[src/rtl/fp_cmp_pipe.sv]
// Pipelined FP compare/select unit: FEQ/FLT/FLE/FMIN/FMAX with RISC-V NaN and signed-zero rules.
// Result is formed combinationally, captured in stage 1, then carried through elastic delay stages.
module fp_cmp_pipe #(
  parameter int unsigned   FLEN      = 64,
  parameter int unsigned   STAGES    = 2,
  parameter int unsigned   TAG_W     = 5,
  parameter logic [FLEN:0] CANON_NAN = 65'h0_7FF8_0000_0000_0000
) (
  input  logic             clk,
  input  logic             rst,
  input  logic             in_valid,
  output logic             in_ready,
  input  logic [2:0]       op_in,
  input  logic [FLEN:0]    data1_in,
  input  logic [FLEN:0]    data2_in,
  input  logic [9:0]       class1_in,
  input  logic [9:0]       class2_in,
  input  logic [TAG_W-1:0] tag_in,
  output logic             out_valid,
  input  logic             out_ready,
  output logic [FLEN:0]    result_out,
  output logic [4:0]       flags_out,
  output logic [TAG_W-1:0] tag_out,
  output logic [4:0]       flags_acc,
  input  logic             flags_clr
);

  localparam logic [2:0] OP_FLE  = 3'd0;
  localparam logic [2:0] OP_FLT  = 3'd1;
  localparam logic [2:0] OP_FEQ  = 3'd2;
  localparam logic [2:0] OP_FMIN = 3'd4;
  localparam logic [2:0] OP_FMAX = 3'd5;

  if (STAGES < 1 || STAGES > 4) begin : g_bad_stages
    $error("fp_cmp_pipe: STAGES must be in 1..4");
  end

  logic            nan1, nan2, snan1, snan2, zero_pair;
  logic            mag_lt, mag_eq, lt, eq, a_lower, nv;
  logic [FLEN:0]   res_c;
  logic [4:0]      flags_c;

  // Only the NaN and zero classes matter here; the rest are ignored.
  logic unused_class;
  assign unused_class = ^{class1_in[7:5], class1_in[2:0], class2_in[7:5], class2_in[2:0]};

  always_comb begin
    nan1      = class1_in[8] | class1_in[9];
    nan2      = class2_in[8] | class2_in[9];
    snan1     = class1_in[8];
    snan2     = class2_in[8];
    zero_pair = (class1_in[3] | class1_in[4]) & (class2_in[3] | class2_in[4]);
    mag_lt    = data1_in[FLEN-1:0] < data2_in[FLEN-1:0];
    mag_eq    = data1_in[FLEN-1:0] == data2_in[FLEN-1:0];
    lt        = 1'b0;
    eq        = 1'b0;
    if (zero_pair) begin
      eq = 1'b1;
    end else if (data1_in[FLEN] != data2_in[FLEN]) begin
      lt = data1_in[FLEN];
    end else if (!data1_in[FLEN]) begin
      lt = mag_lt;
      eq = mag_eq;
    end else begin
      lt = !mag_lt && !mag_eq;
      eq = mag_eq;
    end
    // For min/max, -0 sits below +0 even though they compare equal.
    a_lower = zero_pair ? data1_in[FLEN] : lt;
    nv      = 1'b0;
    res_c   = '0;
    unique case (op_in)
      OP_FLE: begin
        nv       = nan1 | nan2;
        res_c[0] = !(nan1 | nan2) && (lt || eq);
      end
      OP_FLT: begin
        nv       = nan1 | nan2;
        res_c[0] = !(nan1 | nan2) && lt;
      end
      OP_FEQ: begin
        nv       = snan1 | snan2;
        res_c[0] = !(nan1 | nan2) && eq;
      end
      OP_FMIN, OP_FMAX: begin
        nv = snan1 | snan2;
        if (nan1 && nan2)             res_c = CANON_NAN;
        else if (nan1)                res_c = data2_in;
        else if (nan2)                res_c = data1_in;
        else if (a_lower == (op_in == OP_FMIN)) res_c = data1_in;
        else                          res_c = data2_in;
      end
      default: ;
    endcase
    flags_c = {nv, 4'b0000};
  end

  logic [STAGES-1:0] st_valid;
  logic [STAGES-1:0] adv;
  logic [FLEN:0]     st_res [STAGES];
  logic [4:0]        st_flg [STAGES];
  logic [TAG_W-1:0]  st_tag [STAGES];

  // A stage may load when it, or any stage downstream of it, has a free slot or the output drains.
  for (genvar k = 0; k < STAGES; k++) begin : g_adv
    assign adv[k] = out_ready | ~(&st_valid[STAGES-1:k]);
  end

  for (genvar k = 0; k < STAGES; k++) begin : g_stage
    logic             src_valid;
    logic [FLEN:0]    src_res;
    logic [4:0]       src_flg;
    logic [TAG_W-1:0] src_tag;
    logic             valid_q;
    logic [FLEN:0]    res_q;
    logic [4:0]       flg_q;
    logic [TAG_W-1:0] tag_q;

    if (k == 0) begin : g_first
      assign src_valid = in_valid;
      assign src_res   = res_c;
      assign src_flg   = flags_c;
      assign src_tag   = tag_in;
    end else begin : g_next
      assign src_valid = st_valid[k-1];
      assign src_res   = st_res[k-1];
      assign src_flg   = st_flg[k-1];
      assign src_tag   = st_tag[k-1];
    end

    always_ff @(posedge clk) begin
      if (rst) begin
        valid_q <= 1'b0;
        res_q   <= '0;
        flg_q   <= '0;
        tag_q   <= '0;
      end else if (adv[k]) begin
        valid_q <= src_valid;
        if (src_valid) begin
          res_q <= src_res;
          flg_q <= src_flg;
          tag_q <= src_tag;
        end
      end
    end

    assign st_valid[k] = valid_q;
    assign st_res[k]   = res_q;
    assign st_flg[k]   = flg_q;
    assign st_tag[k]   = tag_q;
  end

  assign in_ready   = adv[0];
  assign out_valid  = st_valid[STAGES-1];
  assign result_out = st_res[STAGES-1];
  assign flags_out  = st_flg[STAGES-1];
  assign tag_out    = st_tag[STAGES-1];

  // Clear and a same-cycle retire combine so the retiring op's flags survive.
  always_ff @(posedge clk) begin
    if (rst) flags_acc <= '0;
    else     flags_acc <= (flags_clr ? 5'b00000 : flags_acc) | ((out_valid && out_ready) ? flags_out : 5'b00000);
  end

endmodule

[config.mk]
export PLATFORM = sky130hd
export DESIGN_NAME = fp_cmp_pipe
export DESIGN_NICKNAME = d
export VERILOG_FILES = /design/src/rtl/fp_cmp_pipe.sv
export SDC_FILE = /design/constraint.sdc
export NUM_CORES = 1
export LEC_CHECK = 0
export ABC_AREA = 1
export ABC_CLOCK_PERIOD_IN_PS = 4900
export BUFFER_PORTS_ARGS = -buffer_cell sky130_fd_sc_hd__buf_2
export CAP_MARGIN = 20
export CORE_ASPECT_RATIO = 2
export CORE_MARGIN = 2
export CORE_UTILIZATION = 56
export DETAILED_ROUTE_END_ITERATION = 7
export PLACE_DENSITY_LB_ADDON = 0.25
export RECOVER_POWER = 25
export SYNTH_ARGS = -nofsm -noshare
export SYNTH_HDL_FRONTEND = slang
export SYNTH_SLANG_ARGS = --single-unit
export TNS_END_PERCENT = 100
[constraint.sdc]
create_clock -name clk -period 4.9 [get_ports clk]
set_clock_uncertainty 0.1 [all_clocks]
set_input_delay 0.735 -clock clk [delete_from_list [all_inputs] [get_ports clk]]
set_output_delay 0.735 -clock clk [all_outputs]
set_load 0.03 [all_outputs]
==> flow_metrics.py <==
metrics = {
    "critical_path": {
        "crit-reg2reg-launch": "out_valid$_SDFFE_PP0N_",
        "cp.required_ns": 5.15,
        "r2r_cells": 5,
        "r2r_slack_ns": 1.48,
        "reg2reg_to": "result_out[4]$_SDFFE_PP0P_",
        "critPathMaxFanout": 71,
        "end_kind": "register",
        "crit_path_start_kind": "primary input",
        "arrival_ns": 3.74,
        "critPathKind": "in -> reg",
    },
    "detailed_routing": {
        "wl_per_cell_um": 13.9,
        "num_vias": 7451,
        "drc": 0,
        "detail-route-antenna-nets": 0,
        "wirelength_mm": 20.3,
        "dr.pass1.iters": 5,
        "drtIter0Drc": 234,
        "post_drt_via_cell_ratio": 5.11,
    },
    "sta": {
        "min_period_ns": 3.50,
        "whs_ns": 0.362,
        "maxSlewViolCount": 109,
        "slew_headroom": -0.891,
        "fin_setup_tns_ns": 0,
        "worstMarginPinSlew_ns": 2.84,
        "setup_violations": 0,
        "hold_viol": 0,
        "fin_crit_sh": 0.713,
        "max_freq_ghz": 0.286,
        "rsz0062_at_grt": "false",
    },
    "cts": {
        "cts_buffer_depth": 2,
        "insertion_delay_ns": 0.42,
        "clock-sinks": 145,
        "post-cts-setup-buffer-count": 0,
        "cts_tree": "yes",
        "cts.clk_slew.worst_paths_ns": 0.06,
        "htree_levels": 4,
        "cts_buffers": 17,
        "cts_resized": 0,
        "cts_root_buf": "clkbuf_16",
        "ctsHoldBuffers": 0,
    },
    "logic_synthesis": {
        "synthArstFlopShare": 0,
        "synth_top_area_frac": 0.357,
        "synthDistinctLibCells": 37,
        "synthTopCellsByArea": "dfxtp_1 (36%), nand2_1 (11%), ha_1 (9.8%)",
        "syn-cell-area_um2": 8130,
        "syn_area_per_cell_um2": 7.68,
        "ys_seq_area_frac": 0.357,
        "synth_area_leader_cell": "dfxtp_1",
        "yosys_warnings": 0,
        "synth_seq_cells": 145,
        "synth_cells": 1059,
        "synth_flop_cell": "dfxtp_1",
        "synth_edf_count": 0,
    },
    "power": {
        "clock_power_share": 0.413,
        "switchingPower_uw": 923,
        "p_leak_uw": 0.00449,
        "seqPwrFrac": 0.406,
        "internal-power_uw": 2180,
        "combPwrFrac": 0.180,
        "p_per_area_nw_per_um2": 321,
        "switching_share": 0.298,
        "vdd_drop_max_mv": 0.239,
    },
    "die": {
        "core-area_um2": 14300,
        "initial_core_util": 0.570,
        "die_area_um2": 15600,
        "die-width_um": 89.2,
        "rows": 62,
        "io_pins": 245,
        "die_h_um": 174,
    },
    "outcome": {
        "violations": "max-capacitance violations, max-slew violations",
        "status": "complete, but fails checks",
    },
    "worst_hold_path": {
        "hold_class": "reg -> reg",
        "hold_end": "g_stage[0].res_q[52]$_SDFFE_PP0P_",
        "hold_depth": 2,
        "hold_start": "g_stage[0].res_q[52]$_SDFFE_PP0P_",
    },
    "grt": {
        "grt_pass1_wl_mm": 31.8,
        "antenna_found_initial": 1,
        "grt_pass1_vias": 7024,
        "grt.overflow.total": 0,
        "grt_max_degree": 78,
        "track_usage": 0.259,
    },
    "layout": {
        "drive_gt1_frac": 0.255,
        "finalNetCount": 1479,
        "area.growth.synth_to_final_pct": 18.6,
    },
    "place": {
        "io_buffers": 224,
        "hpwlAfterDp_mm": 14.7,
        "gp_congestion": 0.841,
    },
    "flow_run": {
        "cap_viol_max_count": 2,
    },
}
-- critical path: stages --
cell	delay, ns
buf_2	0.11
inv_1	0.05
nand2_1	0.10
nand2_2	0.09
clkbuf_1	2.01
o21ai_0	0.45
nor2_1	0.19
-- through the flow --
step / utilization / setup WS (ns) / instance area (um^2) / total power, uW / std cells
floorplan: - / 2.06 / 8160 / 1680 / 1066
finish: 0.676 / 1.40 / 9640 / 3100 / 1458
global placement: 0.638 / 1.19 / 9110 / 1840 / 1424
detailed placement: 0.638 / 1.11 / 9110 / 1850 / 1424
global route: 0.676 / 1.09 / 9640 / 3240 / 1458
CTS: 0.679 / 1.56 / 9690 / 3130 / 1456
-- power groups by stage --
stage	sequential (uW)	clock, uW	combinational [uW]
6_report	1260	1280	559
5_1_grt	1270	1340	628
4_1_cts	1260	1300	570
3_5_place_dp	1280	0	566
3_3_place_gp	1280	0	554
2_1_floorplan	1360	0	324
-- worst max path at each step --
| stage | from | endpoint | slack [ns] | cells past startpoint |
|---|---|---|---|---|
| 3_5_place_dp | data1_in[47] | g_stage[0].res_q[45]$_SDFFE_PP0P_ | 1.11 | 18 |
| 2_1_floorplan | data2_in[55] | g_stage[0].res_q[10]$_SDFFE_PP0P_ | 2.06 | 17 |
| 5_1_grt | out_ready | result_out[4]$_SDFFE_PP0P_ | 1.09 | 7 |
| 6_report | out_ready | result_out[4]$_SDFFE_PP0P_ | 1.40 | 7 |
| 4_1_cts | data1_in[47] | g_stage[0].res_q[45]$_SDFFE_PP0P_ | 1.56 | 18 |
| 3_3_place_gp | data1_in[47] | g_stage[0].res_q[42]$_SDFFE_PP0P_ | 1.19 | 18 |
-- placed cells by master, fill, tap and decap left out, drive strengths merged --
cell and n:
nand2 232, buf 179, nor2 175, dfxtp 145, inv 100, a21oi 100, o21ai 83, clkbuf 71
ha 64, o211ai 52, nand3 25, conb 8, nand4 5, clkinvlp 5, o21a 3, nor3 3
nor4 2, o22ai 2, bufinv 2, clkinv 2, diode 1, a21o 1, nand3b 1, o21bai 1
o22a 1, xnor2 1, o2111ai 1, a31oi 1
-- synthesized netlist by cell type (2+ instances only) --
cell and instances:
o21ai_0 83, o21a_1 3, o211ai_2 50, dlygate4sd3_1 12, clkbuf_1 23, ha_1 64, nor3_1 2, o22ai_1 2
nand2_1 230, nand3_1 24, nand4_1 5, buf_6 3, inv_1 92, buf_2 5, dfxtp_1 145, buf_12 5
a21oi_1 50, inv_2 3, buf_4 16, o211ai_1 2, nor4_1 2, nor2_1 174, a21oi_2 50
-- logic make-up (layout without fill, tap and decap cells) --
kind of cell	after synthesis	count (layout)	synth area share
buf+inv	160	359	0.105
flops	145	145	0.357
compound gates	245	245	0.224
simple gates	443	443	0.214
other cells	1	9	0.000461
fa+ha+maj	64	64	0.0985
xor+xnor	1	1	0.00108
-- layer usage --
layer / share of wire / track usage / vias up
met2: 0.55 / 0.483 / 192
met3: 0.047 / 0.0527 / 35
li1: - / - / 3841
met4: 0.025 / 0.0976 / 0
met1: 0.38 / 0.272 / 3383
met5: 0 / 0 / -
-- layout make-up --
type	count	area [um^2]
clock buffer	18	429
sequential	145	2900
multi-input combinational	761	4410
fill	1336	4630
clock inverter	14	155
tap	192	240
timing repair buffer	232	1150
antenna	1	2.50
inverter	95	357
-- sequential cells by signal, indices dropped and copies added (netlist names) --
name             cells
flags_acc            1
flags_out            1
g_stage.flg_q        1
g_stage.res_q       65
g_stage.tag_q        5
g_stage.valid_q      1
out_valid            1
result_out          65
tag_out              5
Note: power is estimated with default switching activity, not from simulation.
